===== config.mk =====
export PLATFORM = sky130hd
export DESIGN_NAME = dct_block_sequencer
export DESIGN_NICKNAME = d
export VERILOG_FILES = /design/src/rtl/dct_seq_pkg.sv /design/src/rtl/dct_block_sequencer_pingpong_phase.sv /design/src/rtl/dct_block_sequencer.sv
export SDC_FILE = /design/constraint.sdc
export NUM_CORES = 1
export LEC_CHECK = 0
export ABC_AREA = 1
export CAP_MARGIN = 20
export CORE_ASPECT_RATIO = 1.5
export CORE_UTILIZATION = 50
export DETAILED_ROUTE_END_ITERATION = 12
export PLACE_DENSITY = 0.72
export SLEW_MARGIN = 20
export SYNTH_ARGS = -nofsm -noshare
export SYNTH_HDL_FRONTEND = slang
export SYNTH_SLANG_ARGS = --single-unit

===== constraint.sdc =====
create_clock -name clk -period 2.8 [get_ports clk]
set_input_delay 0.7 -clock clk [delete_from_list [all_inputs] [get_ports clk]]
set_output_delay 0.7 -clock clk [all_outputs]
set_load 0.01 [all_outputs]

===== src/rtl/dct_seq_pkg.sv =====
// Shared types and defaults for the 8x8 DCT block sequencer.
// Holds the sequencer state encoding and the pipeline geometry constants.
package dct_seq_pkg;

    localparam int ADDR_W_DEF  = 15;
    localparam int LAT_DEF     = 19;
    localparam int TP2_OFS_DEF = 9;
    localparam int BLK_ROWS    = 8;

    typedef enum logic [2:0] {
        IDLE,
        FILL,
        RUN,
        DRAIN,
        FIN
    } seq_state_t;

    // Busy-phase state for a cycle, given whether it reads and/or writes.
    function automatic seq_state_t busy_state(input logic reading, input logic writing);
        if (reading && writing) return RUN;
        if (reading)            return FILL;
        return DRAIN;
    endfunction

endpackage


===== src/rtl/dct_block_sequencer_pingpong_phase.sv =====
// Mod-8 phase counter with a start offset; drives one ping-pong select and row phase.
// Stays cleared until OFFSET cycles after load, then toggles sel every BLK_ROWS steps.
module pingpong_phase
    import dct_seq_pkg::*;
#(
    parameter int OFFSET = 0
) (
    input  logic       clk,
    input  logic       reset,
    input  logic       load,
    input  logic       step,
    output logic       sel,
    output logic [2:0] phase
);

    localparam int LW = (OFFSET < 2) ? 1 : $clog2(OFFSET + 1);

    logic [LW-1:0] lead;
    logic          active;

    // NOTE: sequential state uses non-blocking assignments so every register
    // samples the pre-edge values, independent of statement order.
    always_ff @(posedge clk or negedge reset) begin
        if (!reset) begin
            lead   <= '0;
            active <= 1'b0;
            sel    <= 1'b0;
            phase  <= '0;
        end else if (load) begin
            lead   <= LW'(OFFSET);
            active <= (OFFSET == 0);
            sel    <= (OFFSET == 0);
            phase  <= '0;
        end else if (step) begin
            if (active) begin
                phase <= phase + 3'd1;
                if (phase == 3'(BLK_ROWS - 1))
                    sel <= ~sel;
            end else if (lead == LW'(1)) begin
                // Offset elapsed: first half of the ping-pong starts now.
                active <= 1'b1;
                sel    <= 1'b1;
                lead   <= '0;
            end else begin
                lead <= lead - LW'(1);
            end
        end else begin
            lead   <= '0;
            active <= 1'b0;
            sel    <= 1'b0;
            phase  <= '0;
        end
    end

endmodule


===== src/rtl/dct_block_sequencer.sv =====
// Control sequencer for the 2-D 8x8 DCT pipeline: SRAM read/write addressing,
// transpose ping-pong selects and second-stage row index for a block job.
module dct_block_sequencer
    import dct_seq_pkg::*;
#(
    parameter int ADDR_W  = ADDR_W_DEF,
    parameter int LAT     = LAT_DEF,
    parameter int TP2_OFS = TP2_OFS_DEF
) (
    input  logic              clk,
    input  logic              reset,
    input  logic              start,
    input  logic              abort,
    input  logic [ADDR_W-3:0] cfg_nblk,
    output logic [ADDR_W-1:0] in_addr,
    output logic              in_rd,
    output logic              tp1_sel,
    output logic              tp2_sel,
    output logic [2:0]        row_idx,
    output logic [ADDR_W-1:0] out_addr,
    output logic              out_we,
    output logic              busy,
    output logic              done
);

    localparam int TW = ADDR_W + 2;

    seq_state_t  state;
    logic [TW-1:0] t;
    logic [TW-1:0] w;

    logic          accept;
    logic          in_job;
    logic          load;
    logic          step;
    logic [TW-1:0] t_inc;
    logic [TW-1:0] end_t;
    logic          reading;
    logic          writing;
    logic [2:0]    tp1_phase_unused;

    // NOTE: every signal driven here gets a default first, so no path can
    // leave one unassigned and infer a latch.
    always_comb begin
        accept  = 1'b0;
        in_job  = 1'b0;
        t_inc   = t + TW'(1);
        end_t   = w + TW'(LAT);
        reading = (t_inc < w);
        writing = (t_inc >= TW'(LAT));
        if (state == IDLE || state == FIN)
            accept = start;
        if (state == FILL || state == RUN || state == DRAIN)
            in_job = 1'b1;
        load = accept && (cfg_nblk != '0);
        step = in_job && !abort && (t_inc != end_t);
    end

    always_ff @(posedge clk or negedge reset) begin
        if (!reset) begin
            state    <= IDLE;
            t        <= '0;
            w        <= '0;
            in_addr  <= '0;
            in_rd    <= 1'b0;
            out_addr <= '0;
            out_we   <= 1'b0;
            busy     <= 1'b0;
            done     <= 1'b0;
        end else begin
            in_addr  <= '0;
            in_rd    <= 1'b0;
            out_addr <= '0;
            out_we   <= 1'b0;
            busy     <= 1'b0;
            done     <= 1'b0;
            case (state)
                IDLE, FIN: begin
                    // A start during the done cycle launches back-to-back.
                    state <= IDLE;
                    if (accept) begin
                        if (cfg_nblk == '0) begin
                            state <= FIN;
                            done  <= 1'b1;
                        end else begin
                            state <= FILL;
                            t     <= '0;
                            w     <= TW'(cfg_nblk) * TW'(BLK_ROWS);
                            busy  <= 1'b1;
                            in_rd <= 1'b1;
                        end
                    end
                end
                FILL, RUN, DRAIN: begin
                    if (abort) begin
                        state <= IDLE;
                    end else if (t_inc == end_t) begin
                        state <= FIN;
                        done  <= 1'b1;
                    end else begin
                        state  <= busy_state(reading, writing);
                        t      <= t_inc;
                        busy   <= 1'b1;
                        in_rd  <= reading;
                        out_we <= writing;
                        if (reading)
                            in_addr <= t_inc[ADDR_W-1:0];
                        if (writing)
                            out_addr <= t_inc[ADDR_W-1:0] - ADDR_W'(LAT);
                    end
                end
                default: state <= IDLE;
            endcase
        end
    end

    pingpong_phase #(.OFFSET(0)) u_tp1 (
        .clk   (clk),
        .reset (reset),
        .load  (load),
        .step  (step),
        .sel   (tp1_sel),
        .phase (tp1_phase_unused)
    );

    pingpong_phase #(.OFFSET(TP2_OFS)) u_tp2 (
        .clk   (clk),
        .reset (reset),
        .load  (load),
        .step  (step),
        .sel   (tp2_sel),
        .phase (row_idx)
    );

endmodule

Word level (Yosys, flattened, before mapping) --
Index checks and enable logic that the tools add are counted.
Storage, ports and cells: register bits after elaboration 82, bits in latches 0, memory bits (writable) 0, ROM bits 0, output and inout bits 39, memories 0
Cells by class: add/subtract/negate cells 7, multiply operators 0, div/mod/pow operators 0, $lt $le $gt $ge 2, equal/unequal tests 21, shift-type cells 0, multiplexer cells 81, bitwise gates (word level) 3, reduce and logical (&&, ||, !) cells 18
Operators by type and width (count):
- $mux W15 | 8
- $mux W17 | 4
- $mux W1 | 46
- $mux W3 | 14
- $pmux W17 S2 | 1
- $add A16 B5 Y17 const B | 1
- $add A17 B1 Y17 const B | 1
- $eq A17 B17 Y1 | 1
- $ge A17 B5 Y1 const B | 1
- $lt A17 B16 Y1 | 1
- $ne A17 B17 Y1 | 1
- $mux W4 | 4
- $sub A15 B5 Y15 const B | 1
- $logic_not A13 Y1 | 1
- $reduce_bool A13 Y1 | 1
- $eq A3 B3 Y1 const B | 3
- $ne A2 B2 Y1 const B | 4
- $ne A4 B2 Y1 const B | 2
- $ne A4 B4 Y1 const B | 2
- $add A3 B1 Y3 const B | 2
- $eq A3 B2 Y1 const B | 2
- $ne A3 B2 Y1 const B | 2
- $ne A3 B3 Y1 const B | 2
- $pmux W1 S2 | 3
- 16 further kinds | 24

Longest topological paths before layout --
Gate-level depths: netlist (run 1).
word-level depth 16, depth in mapped cells 20

Modules after synthesis --
A second synthesis (run 1) with hierarchy kept.
Second synthesis, totals: cells, all modules 647, area, all modules 4904.7 um^2
Modules (own cells, without submodules):
- dct_block_sequencer | instances 1, cells each 553, area each 4088.9 um^2, sequential area each 1651.6 um^2
- pingpong_phase (u_tp2) | instances 1, cells each 55, area each 506.7 um^2, sequential area each 225.2 um^2
- pingpong_phase (u_tp1) | instances 1, cells each 39, area each 309.0 um^2, sequential area each 150.1 um^2

Worst setup path after synthesis (run 1) --
OpenSTA, ideal clock, no wires.
kind register -> register, start point register t[0], end point register in_addr[5], setup time 0.072 ns, arrival 2.501 ns, data required time 2.728 ns, setup slack 0.227 ns, stages on the path, launching flop included 21, buffers on the path 1, period minus slack after synthesis 2.573 ns, path through dfrtp_1 ha_1 nand2_1 nor2_2 nand2_1 nand2_1 nand2_2 inv_1 ha_1 nand2_1 nor2_1 o21ai_0 o211ai_1 nand2_1 nand3_1 nand3_1 nand2_1 nand2_1 nand4_4 buf_6 nor2_1
On the way: longest elaborated chain between the ends 6
Ends and longest elaborated chain:
- start: declaration | line dct_block_sequencer.sv:29 | logic [TW-1:0] t;
- start signal: assignment | line dct_block_sequencer.sv:102 | t <= t_inc;
- $add A17 B1 Y17 (*) | line dct_block_sequencer.sv:47 | t_inc = t + TW'(1);
- $lt A17 B16 Y1 | line dct_block_sequencer.sv:49 | reading = (t_inc < w);
- $mux W15 | line dct_block_sequencer.sv:106 | if (reading)
- $mux W15 (*) | line dct_block_sequencer.sv:97 | end else if (t_inc == end_t) begin
- $mux W15 (*) | line dct_block_sequencer.sv:95 | if (abort) begin
- $mux W15 (*) | line dct_block_sequencer.sv:77 | case (state)
- end signal: assignment | line dct_block_sequencer.sv:107 | in_addr <= t_inc[ADDR_W-1:0];
- end: declaration | line dct_block_sequencer.sv:15 | output logic [ADDR_W-1:0] in_addr,
Mark *: on every way between the ends. The rest lies on a longest branch, timed or not. A chain may end at the register's enable or synchronous reset.

Final worst setup path (run 1) --
start point register t[1], end point register in_addr[4]
Same word-level chain as after synthesis.

==> results of run 1 <==
## cells by family after synthesis
logic type	count (synthesis)
compound gates	37
xor+xnor	17
fa+ha+maj	23
buf+inv	88
flops	81
mux	1
simple gates	385
## registers in the layout, summed over array words and instances, names as in the netlist
register      count
t                17
in_addr          15
out_addr         15
w                13
u_tp2.lead        4
u_tp1.phase       3
u_tp2.phase       3
state             2
busy              1
done              1
in_rd             1
out_we            1
u_tp1.active      1
u_tp1.lead        1
u_tp1.sel         1
u_tp2.active      1
u_tp2.sel         1
## where the power goes
part	total (mW)	leakage, nW	switching [mW]	internal, mW
sequential	1.36	1.07	0.0975	1.26
combinational	0.815	2.00	0.499	0.316
clock	1.19	0.148	0.454	0.731
total	3.36	3.22	1.05	2.31
## metrics by stage
| stage | instances | utilization | setup TNS (ns) | instance area [um^2] |
|---|---|---|---|---|
| 2_1_floorplan | 632 | - | 0 | 4770 |
| 3_3_place_gp | 817 | 0.609 | -0.697 | 5640 |
| 3_5_place_dp | 817 | 0.609 | -1.48 | 5640 |
| 4_1_cts | 834 | 0.644 | 0 | 5960 |
| 5_1_grt | 838 | 0.662 | 0 | 6130 |
| 6_report | 838 | 0.662 | 0 | 6130 |
## layer usage
layer	share of wire	routed length [um]	up-vias	GRT usage
li1	-	-	2210	-
met1	0.39	4840	2105	0.293
met2	0.52	6500	130	0.465
met3	0.037	454	40	0.0457
met4	0.048	591	0	0.158
met5	0	0	-	0
## cell usage in the layout (no fill, tap or decap), types with 2 or more instances in the layout
| master | netlist | layout |
|---|---|---|
| nand2_1 | 165 | 157 |
| dfrtp_2 | 0 | 3 |
| clkinv_2 | 0 | 2 |
| inv_1 | 65 | 62 |
| clkbuf_16 | 0 | 10 |
| inv_2 | 6 | 9 |
| o21ai_1 | 2 | 3 |
| nor3_2 | 1 | 2 |
| nand2_2 | 8 | 16 |
| o211ai_1 | 2 | 2 |
| nor2_1 | 98 | 92 |
| buf_12 | 0 | 3 |
| nor2_2 | 4 | 10 |
| nand4_1 | 27 | 27 |
| o21ai_0 | 9 | 8 |
| nand3_2 | 3 | 4 |
| a21oi_1 | 22 | 21 |
| nand2_4 | 2 | 2 |
| ha_1 | 23 | 17 |
| clkdlybuf4s50_1 | 0 | 54 |
| ha_4 | 0 | 5 |
| dfrtp_1 | 81 | 78 |
| xnor2_1 | 2 | 2 |
| xor2_1 | 15 | 15 |
| nor4_1 | 3 | 3 |
| buf_4 | 2 | 36 |
| nor3_1 | 4 | 3 |
| clkbuf_8 | 0 | 2 |
| nand3_1 | 65 | 64 |
## area by class of cell
class,count,share of cell area
multi-input combinational,463,0.405
sequential,81,0.331
timing repair buffer,95,0.148
inverter,72,0.0445
clock buffer,12,0.0419
tap,112,0.0229
clock inverter,3,0.00653
## Yosys cell counts (all sizes together), types with 2 or more instances
master  count  share of area
dfrtp      81           0.42
clkbuf      7         0.0055
nor2      103          0.086
xnor2       2         0.0037
o21ai      11          0.012
nand4      29          0.042
nor3        5         0.0063
inv        72          0.057
buf         9          0.017
nand3      68          0.074
nor4        3         0.0039
a21oi      22          0.023
ha         23          0.060
nand2     175           0.14
o211ai      2         0.0031
xor2       15          0.028
## how the worst max path moves through the flow
stage | slack, ns | from | depth (start not counted) | to
final | 0.15 | t[1]$_DFFE_PN0P_ | 21 | in_addr[4]$_DFF_PN0_
after global routing | 0.01 | t[1]$_DFFE_PN0P_ | 17 | t[12]$_DFFE_PN0P_
after CTS | 0.01 | t[1]$_DFFE_PN0P_ | 21 | in_addr[6]$_DFF_PN0_
after detailed placement | -0.11 | t[1]$_DFFE_PN0P_ | 20 | in_addr[12]$_DFF_PN0_
after global placement | -0.05 | t[1]$_DFFE_PN0P_ | 20 | in_addr[1]$_DFF_PN0_
after floorplan | 0.23 | t[0]$_DFFE_PN0P_ | 20 | in_addr[5]$_DFF_PN0_
## worst max-delay path, delay by kind of cell (launching register included)
kind / cells / cell delay [ns]
AND/OR/NAND/NOR: 14 / 1.12
AO/OA/AOI/OAI: 2 / 0.24
flip-flops: 1 / 0.42
adder cells (fa/ha/maj): 2 / 0.37
buffers and inverters: 3 / 0.43
## what timing repair did
action / in CTS / in global routing
setup endpoints to repair: 16 / 48
setup buffers: 2 / 4
pin swaps: 1 / 9
cloned: 0 / 1
gates resized for setup: 1 / 32
==> flow_metrics.py, run 1 <==
metrics = {
    "detailed_routing": {
        "drtIter0Drc": 341,
        "drc": 0,
        "dr_total_vias": 4485,
        "wl_per_cell_um": 14.8,
        "viasPerCell": 5.35,
        "dr.pass1.iters": 4,
        "ant_nets": 0,
        "routed_wl_mm": 12.4,
    },
    "global_route": {
        "grtUsageTotal": 0.266,
        "grt_pass1_vias": 4400,
        "grt_pass1_wl_mm": 19.9,
        "overflow": 0,
        "antenna_found_initial": 0,
        "grt_start_max_net_pins": 47,
    },
    "yosys": {
        "avgSynthCellArea_um2": 7.55,
        "async_reset_ff_frac": 1.00,
        "synthCells": 632,
        "synth-simple-area-share": 0.361,
        "ys_seq_area_frac": 0.425,
        "syn_area_mm2": 0.00477,
        "synth_top_family_by_area": "simple AND/OR/NAND/NOR gates",
        "syn-num-nets": 672,
        "synth_cell_type_count": 35,
        "synth_compound_area_frac": 0.0409,
        "synth-seq-cells": 81,
        "muxShareOfSynthArea": 0.00236,
        "synth_edf_count": 0,
        "synthAdderAreaFrac": 0.0603,
        "synth-xor-area-share": 0.0312,
        "synth_ff_type": "dfrtp_1",
        "ys_warn_count": 0,
    },
    "critical_path": {
        "path_cells": "ha_4, nand2_1, nor2_2, buf_6, nand2_2, nand2_2, nand2_2, inv_2, ha_4, nand2_1, nor2_1, o21ai_1, o211ai_1, nand2_1, nand3_1, nand3_1, nand2_1, nand2_2, nand4_4, clkbuf_16, nor2_1",
        "r2r_start": "t[1]$_DFFE_PN0P_",
        "arrival_ns": 2.93,
        "worst_ep_required_time_ns": 3.08,
        "critPathKind": "reg -> reg",
        "slowest_delay_ns": 0.42,
        "start_kind": "flip-flop",
        "critPathCaptureType": "flip-flop",
        "slowest_stage": "dfrtp_2",
        "r2r_cells": 21,
        "r2r-end": "in_addr[4]$_DFF_PN0_",
        "r2r_slack_ns": 0.15,
        "path_max_fanout": 8,
    },
    "cells_and_area": {
        "ff_latch_area_mm2": 0.00203,
        "syn_to_final_growth_pct": 28.4,
        "antenna_cells": 0,
        "drive_gt1_frac": 0.156,
        "n_fill_cell": 833,
        "multi_input_area_mm2": 0.00248,
        "nets": 762,
    },
    "timing": {
        "layout_setup_ws_ns": 0.145,
        "timing.hold.ws_ns": 0.310,
        "rsz0062_at_grt": "no",
        "finalSetupViolations": 0,
        "hold_violations": 0,
        "tightestPinTransition_ns": 0.473,
        "slew-limit-headroom": 0.682,
        "layout_min_cycle_time_ns": 2.65,
        "slew_violations": 0,
        "fmax_mhz": 377,
        "finClkSkew_ns": 0.00737,
        "post-route-period-util": 0.948,
    },
    "floorplanning": {
        "rows": 43,
        "io_pins": 56,
        "chipWidth_um": 81.8,
        "start_util": 0.516,
        "die-area_mm2": 0.00995,
        "core_mm2": 0.00925,
        "die_h_um": 122,
    },
    "clock_tree": {
        "cts_root_buf": "clkbuf_16",
        "tritoncts": "yes",
        "clk_pin_slew_ns": 0.06,
        "cts_made_buffers": 9,
        "cts_htree_levels": 3,
        "cts.path.max_buffers": 2,
        "clk-insertion-delay-late_ns": 0.35,
        "clock-sinks": 81,
        "cts-hold-fix-buffers": 0,
    },
    "place": {
        "portBuffers": 55,
        "hpwl_mm": 9.38,
        "place.gp.congestion": 0.920,
        "dpl_worst_slack_ns": -0.110,
    },
    "job": {
        "drv_cap": 0,
    },
    "power": {
        "peakVddDrop_v": 0.000409,
        "finalPower_mw": 3.36,
        "p_leak_nw": 3.22,
        "cellPowerDensity_mw_per_mm2": 548,
    },
    "status": {
        "status": "finished clean",
    },
    "hold_path": {
        "hold_class": "in -> async",
    },
}
Power figures use the tool's default switching activity.
==> inputs of run 2 (changes only) <==
--- a/config.mk
+++ b/config.mk
@@ -11,6 +11,7 @@
 export CORE_UTILIZATION = 50
 export DETAILED_ROUTE_END_ITERATION = 12
 export PLACE_DENSITY = 0.72
+export SETUP_SLACK_MARGIN = 0.4
 export SLEW_MARGIN = 20
 export SYNTH_ARGS = -nofsm -noshare
 export SYNTH_HDL_FRONTEND = slang
==> run 2 against run 1 <==
Net effect:
- the run now ends with negative setup slack left
- non-clock buffer count rose by 39
- register-to-register slack worse by 0.19 ns
- flip-flop and latch count is the same
- clock power is 24% higher
- first-iteration DRC count is 50% higher
- critical endpoint is now t[9]$_DFFE_PN0P_
- highest routed layer unchanged
==> flow_metrics.py, run 2 (synthesis gave the netlist of run 1 again) <==
metrics = {
    "power": {
        "peakVddDrop_v": 0.000371,
        "p_leak_nw": 3.58,
        "cellPowerDensity_mw_per_mm2": 538,
        "finalPower_mw": 3.87,
    },
    "clock_tree": {
        "clock-sinks": 81,
        "cts.path.max_buffers": 2,
        "cts-hold-fix-buffers": 0,
        "clk_pin_slew_ns": 0.06,
        "clk-insertion-delay-late_ns": 0.35,
        "cts_root_buf": "clkbuf_16",
        "cts_htree_levels": 3,
        "tritoncts": "yes",
        "cts_made_buffers": 9,
    },
    "cells_and_area": {
        "syn_to_final_growth_pct": 50.7,
        "largest_register_ffs": 17,
        "fin_cells": 879,
        "drive_gt1_frac": 0.309,
        "top_register": "t",
        "final_area_mm2": 0.00720,
        "layout_common_cells": "131 x nand2_1, 77 x dfrtp_1, 61 x nor2_1, 59 x inv_1",
        "final_core_util": 0.778,
        "final_common_cell": "nand2_1",
        "antenna_cells": 0,
        "reg_top3": "t (17), in_addr (15), out_addr (15)",
        "nets": 802,
    },
    "critical_path": {
        "worst_ep_required_time_ns": 3.04,
        "start_kind": "flip-flop",
        "arrival_ns": 3.08,
        "slowest_stage": "dfrtp_1",
        "path_cells": "buf_6, ha_4, nand3_4, buf_6, nand2_4, ha_4, nand4_1, nor2_1, nand3_1, nor2_2, nand4_4, nand2_8, clkinv_8, buf_8, nand2_1, nand2_1",
        "r2r_cells": 16,
        "path_max_fanout": 8,
        "slowest_delay_ns": 0.42,
        "critPathCaptureType": "flip-flop",
        "critPathKind": "reg -> reg",
    },
    "global_route": {
        "grt_pass1_vias": 4905,
        "antenna_found_initial": 0,
        "overflow": 0,
        "grt_pass1_wl_mm": 23.2,
        "grt_start_max_net_pins": 50,
        "grtUsageTotal": 0.317,
    },
    "place": {
        "place.gp.congestion": 0.946,
        "hpwl_mm": 10.2,
        "portBuffers": 55,
        "dp.cells": 825,
        "placed_area_mm2": 0.00574,
        "dpl_worst_slack_ns": -0.0634,
    },
    "timing": {
        "slew-limit-headroom": 0.576,
        "hold_violations": 0,
        "fmax_mhz": 352,
        "setup-tns-final_ns": -0.443,
        "layout_min_cycle_time_ns": 2.84,
        "timing.hold.ws_ns": 0.368,
        "finClkSkew_ns": 0.00667,
        "layout_setup_ws_ns": -0.0417,
        "post-route-period-util": 1.01,
        "finalSetupViolations": 20,
        "tightestPinTransition_ns": 0.635,
        "slew_violations": 0,
        "rsz0062_at_grt": "yes",
    },
    "detailed_routing": {
        "routed_wl_mm": 15.8,
        "drc": 0,
        "ant_nets": 0,
        "dr.pass1.iters": 6,
        "viasPerCell": 5.67,
        "drtIter0Drc": 512,
        "dr_total_vias": 4986,
        "wl_per_cell_um": 18.0,
    },
    "status": {
        "status": "finished, violations left",
        "violations": "negative setup slack",
    },
    "floorplanning": {
        "chipWidth_um": 81.8,
        "rows": 43,
        "io_pins": 56,
        "start_util": 0.516,
        "core_mm2": 0.00925,
        "die-area_mm2": 0.00995,
        "die_h_um": 122,
    },
    "job": {
        "drv_cap": 0,
    },
    "hold_path": {
        "hold_class": "in -> async",
    },
}
[run 2: layer usage]
layer  routed length, um  track usage
met1                5640        0.338
met2                8280        0.547
met3                 758       0.0517
met4                1170        0.229
met5                   0            0
[run 2: final cells by class]
class / count / area [um^2]
inverter: 72 / 285
sequential: 81 / 2030
fill: 609 / 2060
tap: 112 / 140
timing repair buffer: 134 / 1390
multi-input combinational: 464 / 2980
clock buffer: 9 / 225
clock inverter: 7 / 141
[run 2: power breakdown]
group | switching, mW | leakage (nW) | internal, mW
registers | 0.101 | 1.07 | 1.26
clock network | 0.508 | 0.176 | 0.963
logic | 0.619 | 2.33 | 0.422
[run 2: worst paths after layout]
path	endpoint	slack [ns]	start
worst max-delay path	t[9]$_DFFE_PN0P_	-0.04	t[1]$_DFFE_PN0P_
worst min-delay path	in_addr[4]$_DFF_PN0_	0.37	reset
worst max register to register	t[9]$_DFFE_PN0P_	-0.04	t[1]$_DFFE_PN0P_
worst min register to register	u_tp1.phase[1]$_DFFE_PN0P_	0.54	u_tp1.phase[1]$_DFFE_PN0P_
max in group asynchronous	w[12]$_DFFE_PN0P_	1.82	reset
min in group clk	u_tp1.phase[1]$_DFFE_PN0P_	0.54	u_tp1.phase[1]$_DFFE_PN0P_
[run 2: what timing repair did]
action | 4_1_cts | 5_1_grt
gates cloned | 2 | 3
endpoints found under the hold margin | 0 | 0
setup endpoints to repair | 68 | 68
pin swaps | 20 | 35
resized for setup | 61 | 120
buffers inserted | 19 | 14
[run 2: worst max-delay path, delay by kind of cell (launching register included)]
family / cells / cell delay, ns
adders and majority gates: 2 / 0.44
buffers and inverters: 4 / 0.55
DFF: 1 / 0.42
and+or+nand+nor: 10 / 1.29
==> inputs of run 3 (changes only) <==
--- a/config.mk
+++ b/config.mk
@@ -11,6 +11,7 @@
 export CORE_UTILIZATION = 50
 export DETAILED_ROUTE_END_ITERATION = 12
 export PLACE_DENSITY = 0.72
+export RECOVER_POWER = 50
 export SETUP_SLACK_MARGIN = 0.4
 export SLEW_MARGIN = 20
 export SYNTH_ARGS = -nofsm -noshare
==> run 3 against run 2 <==
Net effect:
- the flow still finishes with violations (negative setup slack)
- non-clock buffer count unchanged
- hold slack gained 0.17 ns
- combinational power barely moved
- clock power is essentially flat
- core utilization is 0.19 points lower
- sequential power is essentially flat
- wire length is 0.52% higher
- maximum frequency fell by 0.42%
- critical path type unchanged
- critical endpoint unchanged
- largest power group unchanged
- highest routed layer unchanged
==> flow_metrics.py, run 3 (synthesis gave the netlist of run 1 again) <==
metrics = {
    "global_route": {
        "overflow": 0,
        "grtUsageTotal": 0.317,
        "top_usage_layer": "met2",
        "grt_pass1_wl_mm": 23.2,
        "use_met1": 0.338,
        "met2_usage": 0.547,
        "grt_util_met3": 0.0517,
        "antenna_found_initial": 0,
        "grt_pass1_vias": 4905,
        "grt_start_max_net_pins": 50,
    },
    "detailed_routing": {
        "drc": 0,
        "drtIter0Drc": 496,
        "wl_per_cell_um": 18.1,
        "ant_nets": 0,
        "viasPerCell": 5.67,
        "dr_total_vias": 4982,
        "routed_wl_mm": 15.9,
        "dr.pass1.iters": 7,
    },
    "clock_tree": {
        "cts.path.max_buffers": 2,
        "clk-insertion-delay-late_ns": 0.35,
        "tritoncts": "yes",
        "cts_root_buf": "clkbuf_16",
        "clock-sinks": 81,
        "cts_made_buffers": 9,
        "clk_pin_slew_ns": 0.06,
        "cts_htree_levels": 3,
        "cts-hold-fix-buffers": 0,
    },
    "cells_and_area": {
        "top_register": "t",
        "largest_register_ffs": 17,
        "drive_gt1_frac": 0.309,
        "reg_top3": "t (17), in_addr (15), out_addr (15)",
        "nets": 802,
        "ff_latch_area_mm2": 0.00203,
        "antenna_cells": 0,
        "layout_common_cells": "131 x nand2_1, 77 x dfrtp_1, 61 x nor2_1, 59 x inv_1, 54 x nand3_1",
        "n_fill_cell": 612,
        "final_core_util": 0.776,
        "multi_input_area_mm2": 0.00298,
        "final_common_cell": "nand2_1",
        "syn_to_final_growth_pct": 50.4,
    },
    "critical_path": {
        "r2r-end": "t[9]$_DFFE_PN0P_",
        "r2r_start": "t[1]$_DFFE_PN0P_",
        "arrival_ns": 3.09,
        "worst_ep_required_time_ns": 3.04,
        "r2r_slack_ns": -0.05,
        "critPathCaptureType": "flip-flop",
        "critPathKind": "reg -> reg",
        "path_cells": "buf_6, ha_4, nand3_4, buf_6, nand2_4, ha_4, nand4_1, nor2_1, nand3_1, nor2_2, nand4_4, nand2_8, clkinv_8, buf_8, nand2_1, nand2_1",
        "slowest_delay_ns": 0.42,
        "path_max_fanout": 8,
        "slowest_stage": "dfrtp_1",
        "r2r_cells": 16,
        "start_kind": "flip-flop",
    },
    "hold_path": {
        "worstHoldStart": "u_tp1.phase[1]$_DFFE_PN0P_",
        "hold_class": "reg -> reg",
        "hold_end": "u_tp1.phase[1]$_DFFE_PN0P_",
        "hold_depth": 2,
    },
    "floorplanning": {
        "chipWidth_um": 81.8,
        "rows": 43,
        "io_pins": 56,
        "start_util": 0.516,
        "die_h_um": 122,
        "die-area_mm2": 0.00995,
        "core_mm2": 0.00925,
    },
    "timing": {
        "slew-limit-headroom": 0.184,
        "rsz0062_at_grt": "yes",
        "layout_setup_ws_ns": -0.0538,
        "post-route-period-util": 1.02,
        "timing.hold.ws_ns": 0.535,
        "layout_min_cycle_time_ns": 2.85,
        "fmax_mhz": 350,
        "finClkSkew_ns": 0.00686,
        "hold_violations": 0,
        "finalSetupViolations": 22,
        "slew_violations": 0,
        "tightestPinTransition_ns": 1.22,
    },
    "status": {
        "status": "finished, violations left",
        "violations": "negative setup slack",
    },
    "place": {
        "place.gp.congestion": 0.946,
        "hpwl_mm": 10.2,
        "portBuffers": 55,
    },
    "power": {
        "p_leak_nw": 3.63,
        "peakVddDrop_v": 0.000371,
        "cellPowerDensity_mw_per_mm2": 539,
    },
    "job": {
        "drv_cap": 0,
    },
}
-- run 3: cell types whose count changed in the layout (fill, tap and decap cells not counted), sizes merged --
cell,before,now
buf,77,75
dlygate4sd3,0,15
clkbuf,12,14
clkdlybuf4s50,54,39
-- run 3: what timing repair did --
action | CTS | global route
hold endpoints to repair | 0 | 0
pin swaps | 20 | 35
setup buffers | 19 | 14
resized for setup | 61 | 120
cloned | 2 | 3
endpoints found under the setup margin | 68 | 68
-- run 3: routing by layer --
layer  wire length, um  vias up
met3               742      108
li1                  -     2298
met1              5720     2334
met2              8280      242
met5                 0        -
met4              1190        0
-- run 3: layout make-up --
cell class | instances | share of cell area
Sequential cell | 81 | 0.283
Tap cell | 112 | 0.0195
Clock inverter | 7 | 0.0197
Inverter | 72 | 0.0397
Multi-Input combinational cell | 464 | 0.416
Timing Repair Buffer | 134 | 0.191
Clock buffer | 9 | 0.0314
-- run 3: through the flow --
step	power [mW]	setup WS, ns	instances	TNS, ns	instance area, um^2
floorplan	1.85	0.412	632	0	4810
global placement	2.14	-0.0436	825	-0.0436	5740
detailed placement	2.16	-0.0634	825	-0.437	5740
CTS	3.72	0.0990	862	0	6550
global route	4.05	-0.124	879	-2.44	7180
finish	3.87	-0.0538	879	-0.352	7180
-- run 3: how the worst max path moves through the flow --
stage / startpoint / end / slack [ns] / cells after the start
after floorplan: t[0]$_DFFE_PN0P_ / in_addr[5]$_DFF_PN0_ / 0.41 / 20
after global placement: t[1]$_DFFE_PN0P_ / in_addr[14]$_DFF_PN0_ / -0.04 / 20
after detailed placement: t[1]$_DFFE_PN0P_ / in_addr[14]$_DFF_PN0_ / -0.06 / 20
after CTS: t[1]$_DFFE_PN0P_ / in_addr[7]$_DFF_PN0_ / 0.1 / 21
after global routing: t[1]$_DFFE_PN0P_ / in_rd$_DFF_PN0_ / -0.12 / 20
final: t[1]$_DFFE_PN0P_ / t[9]$_DFFE_PN0P_ / -0.05 / 16
-- run 3: worst max-delay path, delay by kind of cell (launching register included) --
| family | cells | cell delay (ns) |
|---|---|---|
| adder cells (fa/ha/maj) | 2 | 0.44 |
| buffers and inverters | 4 | 0.55 |
| AND/OR/NAND/NOR | 10 | 1.31 |
| flip-flops | 1 | 0.42 |
-- run 3: report_power, final --
group	switching (mW)	internal, mW	leakage [nW]
sequential	0.102	1.26	1.07
combinational	0.620	0.419	2.38
clock	0.507	0.963	0.176
total	1.23	2.64	3.63
